`config.mk`:
```
export PLATFORM = sky130hd
export DESIGN_NAME = fifo_sync_ctl
export DESIGN_NICKNAME = d
export VERILOG_FILES = /design/src/rtl/fifo_sync_ctl.sv
export SDC_FILE = /design/constraint.sdc
export NUM_CORES = 1
export LEC_CHECK = 0
export CORE_MARGIN = 3
export CORE_UTILIZATION = 50
export DETAILED_ROUTE_END_ITERATION = 10
export GPL_ROUTABILITY_DRIVEN = 0
export HOLD_SLACK_MARGIN = 0.02
export PLACE_DENSITY = 0.65
export SLEW_MARGIN = 30
export SYNTH_ARGS = -nofsm -noshare
export SYNTH_HDL_FRONTEND = slang
export SYNTH_SLANG_ARGS = --single-unit
```
`constraint.sdc`:
```
create_clock -name clk -period 2.12 [get_ports clk]
set_input_delay 0.318 -clock clk [delete_from_list [all_inputs] [get_ports clk]]
set_output_delay 0.318 -clock clk [all_outputs]
set_load 0.02 [all_outputs]
```
`src/rtl/fifo_sync_ctl.sv`:
```
// fifo_sync_ctl: single-clock FIFO controller with a binary occupancy
// counter, programmable almost-full/almost-empty thresholds, a fill-level
// output and sticky overflow/underflow error flags.
//
// Optional feature macro: FIFO_SYNC_FWFT_EN
//   undefined : rdata is registered and updates on the edge after an
//               accepted read (1-cycle read latency).
//   defined   : first-word-fall-through; rdata shows the head entry
//               whenever rempty=0 and rinc acts as a pop acknowledge.
//
// Ports:
//   clk            single clock, rising edge
//   rst            synchronous active-high reset
//   wdata, winc    write data / write request
//   wfull          FIFO full (level == 2^ASIZE)
//   walmost_full   level >= AF_THRESH
//   rinc, rdata    read request / read data
//   rempty         FIFO empty (level == 0)
//   ralmost_empty  level <= AE_THRESH
//   level          current occupancy, 0..2^ASIZE
//   overflow       sticky: write attempted while full
//   underflow      sticky: read attempted while empty
//   clr_err        clears overflow/underflow (a new error in the same cycle wins)

module fifo_sync_ctl #(
    parameter int DSIZE     = 8,
    parameter int ASIZE     = 4,
    parameter int AF_THRESH = (1 << ASIZE) - 2,
    parameter int AE_THRESH = 2
) (
    input  logic             clk,
    input  logic             rst,
    input  logic [DSIZE-1:0] wdata,
    input  logic             winc,
    output logic             wfull,
    output logic             walmost_full,
    input  logic             rinc,
    output logic [DSIZE-1:0] rdata,
    output logic             rempty,
    output logic             ralmost_empty,
    output logic [ASIZE:0]   level,
    output logic             overflow,
    output logic             underflow,
    input  logic             clr_err
);

    localparam int DEPTH = 1 << ASIZE;
    localparam logic [ASIZE:0] DEPTH_LVL = (ASIZE+1)'(DEPTH);
    localparam logic [ASIZE:0] AF_LVL    = (ASIZE+1)'(AF_THRESH);
    localparam logic [ASIZE:0] AE_LVL    = (ASIZE+1)'(AE_THRESH);

    logic [DSIZE-1:0] mem_q [DEPTH];

    logic [ASIZE-1:0] waddr_q, waddr_d;
    logic [ASIZE-1:0] raddr_q, raddr_d;
    logic [ASIZE:0]   level_q, level_d;
    logic             wfull_q, wfull_d;
    logic             rempty_q, rempty_d;
    logic             walmost_full_q, walmost_full_d;
    logic             ralmost_empty_q, ralmost_empty_d;
    logic             overflow_q, overflow_d;
    logic             underflow_q, underflow_d;
    logic             wr_en;
    logic             rd_en;

    // Accept decisions use this cycle's registered flags, so a full FIFO
    // can still pop and an empty FIFO can still push in the same cycle.
    always_comb begin
        wr_en = winc && !wfull_q;
        rd_en = rinc && !rempty_q;
    end

    // Next-state for pointers, occupancy, status flags and error flags.
    // Status flags come from level_d so that, once registered, they are
    // always coherent with the level output of the same cycle.
    always_comb begin
        waddr_d     = waddr_q;
        raddr_d     = raddr_q;
        level_d     = level_q;
        overflow_d  = overflow_q;
        underflow_d = underflow_q;

        if (wr_en) begin
            waddr_d = waddr_q + 1'b1;
        end
        if (rd_en) begin
            raddr_d = raddr_q + 1'b1;
        end
        if (wr_en && !rd_en) begin
            level_d = level_q + 1'b1;
        end else if (rd_en && !wr_en) begin
            level_d = level_q - 1'b1;
        end

        if (clr_err) begin
            overflow_d  = 1'b0;
            underflow_d = 1'b0;
        end
        if (winc && wfull_q) begin
            overflow_d = 1'b1;
        end
        if (rinc && rempty_q) begin
            underflow_d = 1'b1;
        end

        wfull_d         = (level_d == DEPTH_LVL);
        rempty_d        = (level_d == '0);
        walmost_full_d  = (level_d >= AF_LVL);
        ralmost_empty_d = (level_d <= AE_LVL);
    end

    // Control state register; reset discards all queued entries by
    // returning both pointers and the level to zero.
    always_ff @(posedge clk) begin
        if (rst) begin
            waddr_q         <= '0;
            raddr_q         <= '0;
            level_q         <= '0;
            wfull_q         <= 1'b0;
            rempty_q        <= 1'b1;
            walmost_full_q  <= 1'b0;
            ralmost_empty_q <= 1'b1;
            overflow_q      <= 1'b0;
            underflow_q     <= 1'b0;
        end else begin
            waddr_q         <= waddr_d;
            raddr_q         <= raddr_d;
            level_q         <= level_d;
            wfull_q         <= wfull_d;
            rempty_q        <= rempty_d;
            walmost_full_q  <= walmost_full_d;
            ralmost_empty_q <= ralmost_empty_d;
            overflow_q      <= overflow_d;
            underflow_q     <= underflow_d;
        end
    end

    // Storage array is not reset; writes are blocked during reset.
    always_ff @(posedge clk) begin
        if (!rst && wr_en) begin
            mem_q[waddr_q] <= wdata;
        end
    end

`ifdef FIFO_SYNC_FWFT_EN
    // Head entry falls through combinationally; don't-care while empty.
    always_comb begin
        rdata = mem_q[raddr_q];
    end
`else
    logic [DSIZE-1:0] rdata_q, rdata_d;

    // Registered read port: captures the head on an accepted read,
    // otherwise holds the last value.
    always_comb begin
        rdata_d = rdata_q;
        if (rd_en) begin
            rdata_d = mem_q[raddr_q];
        end
    end

    always_ff @(posedge clk) begin
        if (rst) begin
            rdata_q <= '0;
        end else begin
            rdata_q <= rdata_d;
        end
    end

    always_comb begin
        rdata = rdata_q;
    end
`endif

    always_comb begin
        wfull         = wfull_q;
        rempty        = rempty_q;
        walmost_full  = walmost_full_q;
        ralmost_empty = ralmost_empty_q;
        level         = level_q;
        overflow      = overflow_q;
        underflow     = underflow_q;
    end

endmodule

```
==> results.md <==
- Initial antenna violation count: 0
- Routed wire length: roughly 12 mm
- Clk_lat worst skew: 0.42 ns
- Area fraction in compound gates after synthesis: under 10%
- Synth top area cells: edfxtp_1, dfxtp_1, mux4_2, mux4_1, nor2_1
- Setup bufs post-CTS: 0
- Syn Nets: 375
- Vias post-DR: 3,313
- Largest family of logic cells by synthesized area: multiplexers
- Root Buffer: clkbuf_16
- Xor/xnor share of the synthesized area: under 10%
- Iter 0 DRT Violations: about 330
- Worst Path Required: 2.42 ns
- Worst Skew: ~0.0046 ns
- GRT Total Usage: ~19%
- Worst R2R Start: raddr_q[0]$_SDFFE_PP0P_
- Die X-Extent: ~120 um
- Worst path arrival time: approximately 2.2 ns
- Unrepaired setup endpoints after global routing: no
- Startpoint Class: flop
- Core area: about 12,000 um2
- Fmax achieved: around 0.53 GHz
- Starting Density: a little over half
- Sequential share of the synthesized area: between 70% and 80%
- Routed len/inst: 20.1 um
- Async SR Flop Fraction: 0%
- Max cap viols: 0
- Worst Hold Class: flop to flop
- R2r endpoint: rdata[3]$_SDFFE_PP0P_
- Total number of yosys warnings: 0
- Final hold viol count: 0
- FILL cells: around 850
- Area share of the largest cell type after synthesis: a little over 60%
- EDFF count, synth: between 100 and 150
- Clock-pin slew on the worst setup and hold paths: approximately 0.060 ns
- Total Power: approximately 7.6 mW
- CTS Buffer Depth: 2
- Post-synthesis cell area: about 6200 um2
- Io pins: 32
- # rows: 39
- Syn Inst Count: between 300 and 400
- Netlist cell types: 44
- 1st-pass router iterations: 5
- Post-CTS sizing: 0
- Pwr per Cell Area: just over 1000 nW/um2
- First-pass GRT wire length: between 15 and 20 mm
- DRC: 0
- H-Tree Depth: 4
- CP max FO: 18
- # diodes: 0
- Clock net sink count: 155
- Post-Syn Area per Cell: approximately 17 um2
- Status: finished clean
- Post-synthesis mux area share: between 10 and 15%
- Area grow syn2layout: 20.3%
- Top-count cell post-synth: edfxtp_1
- Nets: about 440
- Peak supply drop: around 610 uV
- Minimum clock period: about 1.9 ns
- Fin crit share: roughly 90%
- Grt ovf: 0
- Reg2reg path depth: 6
- FF+latch count, synth: 155
- WS Path Type: flop to flop
- Worst Setup SP: raddr_q[0]$_SDFFE_PP0P_
- Remaining antenna violation count: 0
- Largest net degree at the start of global routing: 36
- # setup viols final: 0
- Post-synth top cells: edfxtp_1, nor2_1, dfxtp_1, a21oi_1
- TritonCTS clock tree: yes
- CP endpoint: rdata[3]$_SDFFE_PP0P_
- Leakage: between 2 and 3 nW
- Setup tns final: 0 ns
- Half-perimeter wire length after placement: 7.70 mm
- Layout cells sized above 1: about a fifth
- Vias in the first global route: between 3,000 and 4,000
- Clock buffer count from CTS: 17
- Simple-gate portion of the synthesized area: between 5 and 6%
- Leading area contributor after synthesis: edfxtp_1
- R2R Setup Slk: 0.22 ns
- Cts hold-fix bufs: 0
- Post-synthesis adder-cell area fraction: roughly 1.6%
- Die Y: 117 um
- Synth Flop Type: edfxtp_1
- Slew HR: between 50% and 60%
- Worst Tran Pin Value: 0.695 ns
- Vias per cell: 5.57
- DIE AREA: between 10,000 and 15,000 um2
- Setup crit end kind: flop
- Fin. max-slew vios: 0
- I/O Buffers: 31
## worst min-delay path by stage
stage / start / to / slack [ns] / cells after the start
after floorplan: wdata[0] / mem_q[0][0]$_DFFE_PP_ / 0.42 / 0
after detailed placement: overflow$_SDFFE_PP0P_ / overflow$_SDFFE_PP0P_ / 0.49 / 2
after global placement: rdata[4]$_SDFFE_PP0P_ / rdata[4]$_SDFFE_PP0P_ / 0.47 / 2
final: rdata[7]$_SDFFE_PP0P_ / rdata[7]$_SDFFE_PP0P_ / 0.49 / 2
after CTS: rdata[7]$_SDFFE_PP0P_ / rdata[7]$_SDFFE_PP0P_ / 0.50 / 2
after global routing: rdata[6]$_SDFFE_PP0P_ / rdata[6]$_SDFFE_PP0P_ / 0.53 / 2
## worst max-delay path, cell delays in order (launching register included)
cell and delay (ns):
dfxtp_2 0.38, buf_12 0.19, mux4_1 0.63, a22oi_1 0.27
a21oi_1 0.13, a21oi_1 0.13, nor2_1 0.05
## logic make-up (layout without fill, tap and decap cells)
logic type | Yosys count | after routing
AOI/OAI and AO/OA | 48 | 48
adders and majority gates | 8 | 8
DFF | 155 | 155
buffers and inverters | 26 | 102
muxes | 33 | 33
and+or+nand+nor | 77 | 77
xor gates and xnor gates | 8 | 8
## per-stage QoR
| stage | hold WS (ns) | instances | setup slack [ns] | cell area (um2) | utilization, % |
|---|---|---|---|---|---|
| 2_1_floorplan | 0.417 | 355 | 0.437 | 6180 | - |
| 3_3_place_gp | 0.465 | 563 | 0.0384 | 6830 | 58.1 |
| 3_5_place_dp | 0.486 | 563 | 0.0311 | 6830 | 58.1 |
| 4_1_cts | 0.500 | 595 | 0.188 | 7430 | 63.2 |
| 5_1_grt | 0.526 | 595 | 0.0843 | 7430 | 63.2 |
| 6_report | 0.494 | 595 | 0.220 | 7430 | 63.2 |
## sequential cells by signal (all words and copies together), names as in the netlist
signal	flops
mem_q	128
rdata	8
level	5
raddr_q	4
waddr_q	4
overflow	1
ralmost_empty	1
rempty	1
underflow	1
walmost_full	1
wfull	1
## cell type report
type / count / area [um2] / share of cell area (%)
multi-input cells: 174 / 1630 / 21.9
clock buffers: 18 / 429 / 5.77
repair buffers: 62 / 581 / 7.81
clock inverters: 14 / 178 / 2.39
well taps: 164 / 205 / 2.76
flip-flops and latches: 155 / 4390 / 59.0
inverters: 8 / 30.0 / 0.404
## metal layers
metal | routed length (um) | track usage, %
met1 | 5610 | 28.1
met2 | 5670 | 28.8
met3 | 486 | 5.09
met4 | 189 | 7.65
met5 | 0 | 0
## cell usage in the layout (no fill, tap or decap), types with 3 or more instances in the layout
cell type,n
clkinvlp_4,3
bufinv_16,4
a21oi_1,19
clkbuf_16,17
xor2_1,4
dfxtp_1,26
nand2_1,12
buf_12,3
nor2_1,40
clkdlybuf4s50_1,31
ha_1,7
inv_1,8
buf_4,28
xnor2_1,4
a22oi_1,18
nor2b_1,4
mux4_1,14
clkinv_2,3
nand3_1,5
clkinv_1,3
edfxtp_1,128
mux4_2,18
## report_power, final
| part | switching, mW | total, mW | internal, mW |
|---|---|---|---|
| combinational | 0.547 | 1.07 | 0.523 |
| sequential | 0.0813 | 3.48 | 3.39 |
| clock | 1.13 | 3.08 | 1.95 |
| total | 1.76 | 7.62 | 5.87 |
No activity file was read; power rests on OpenSTA's default activity.
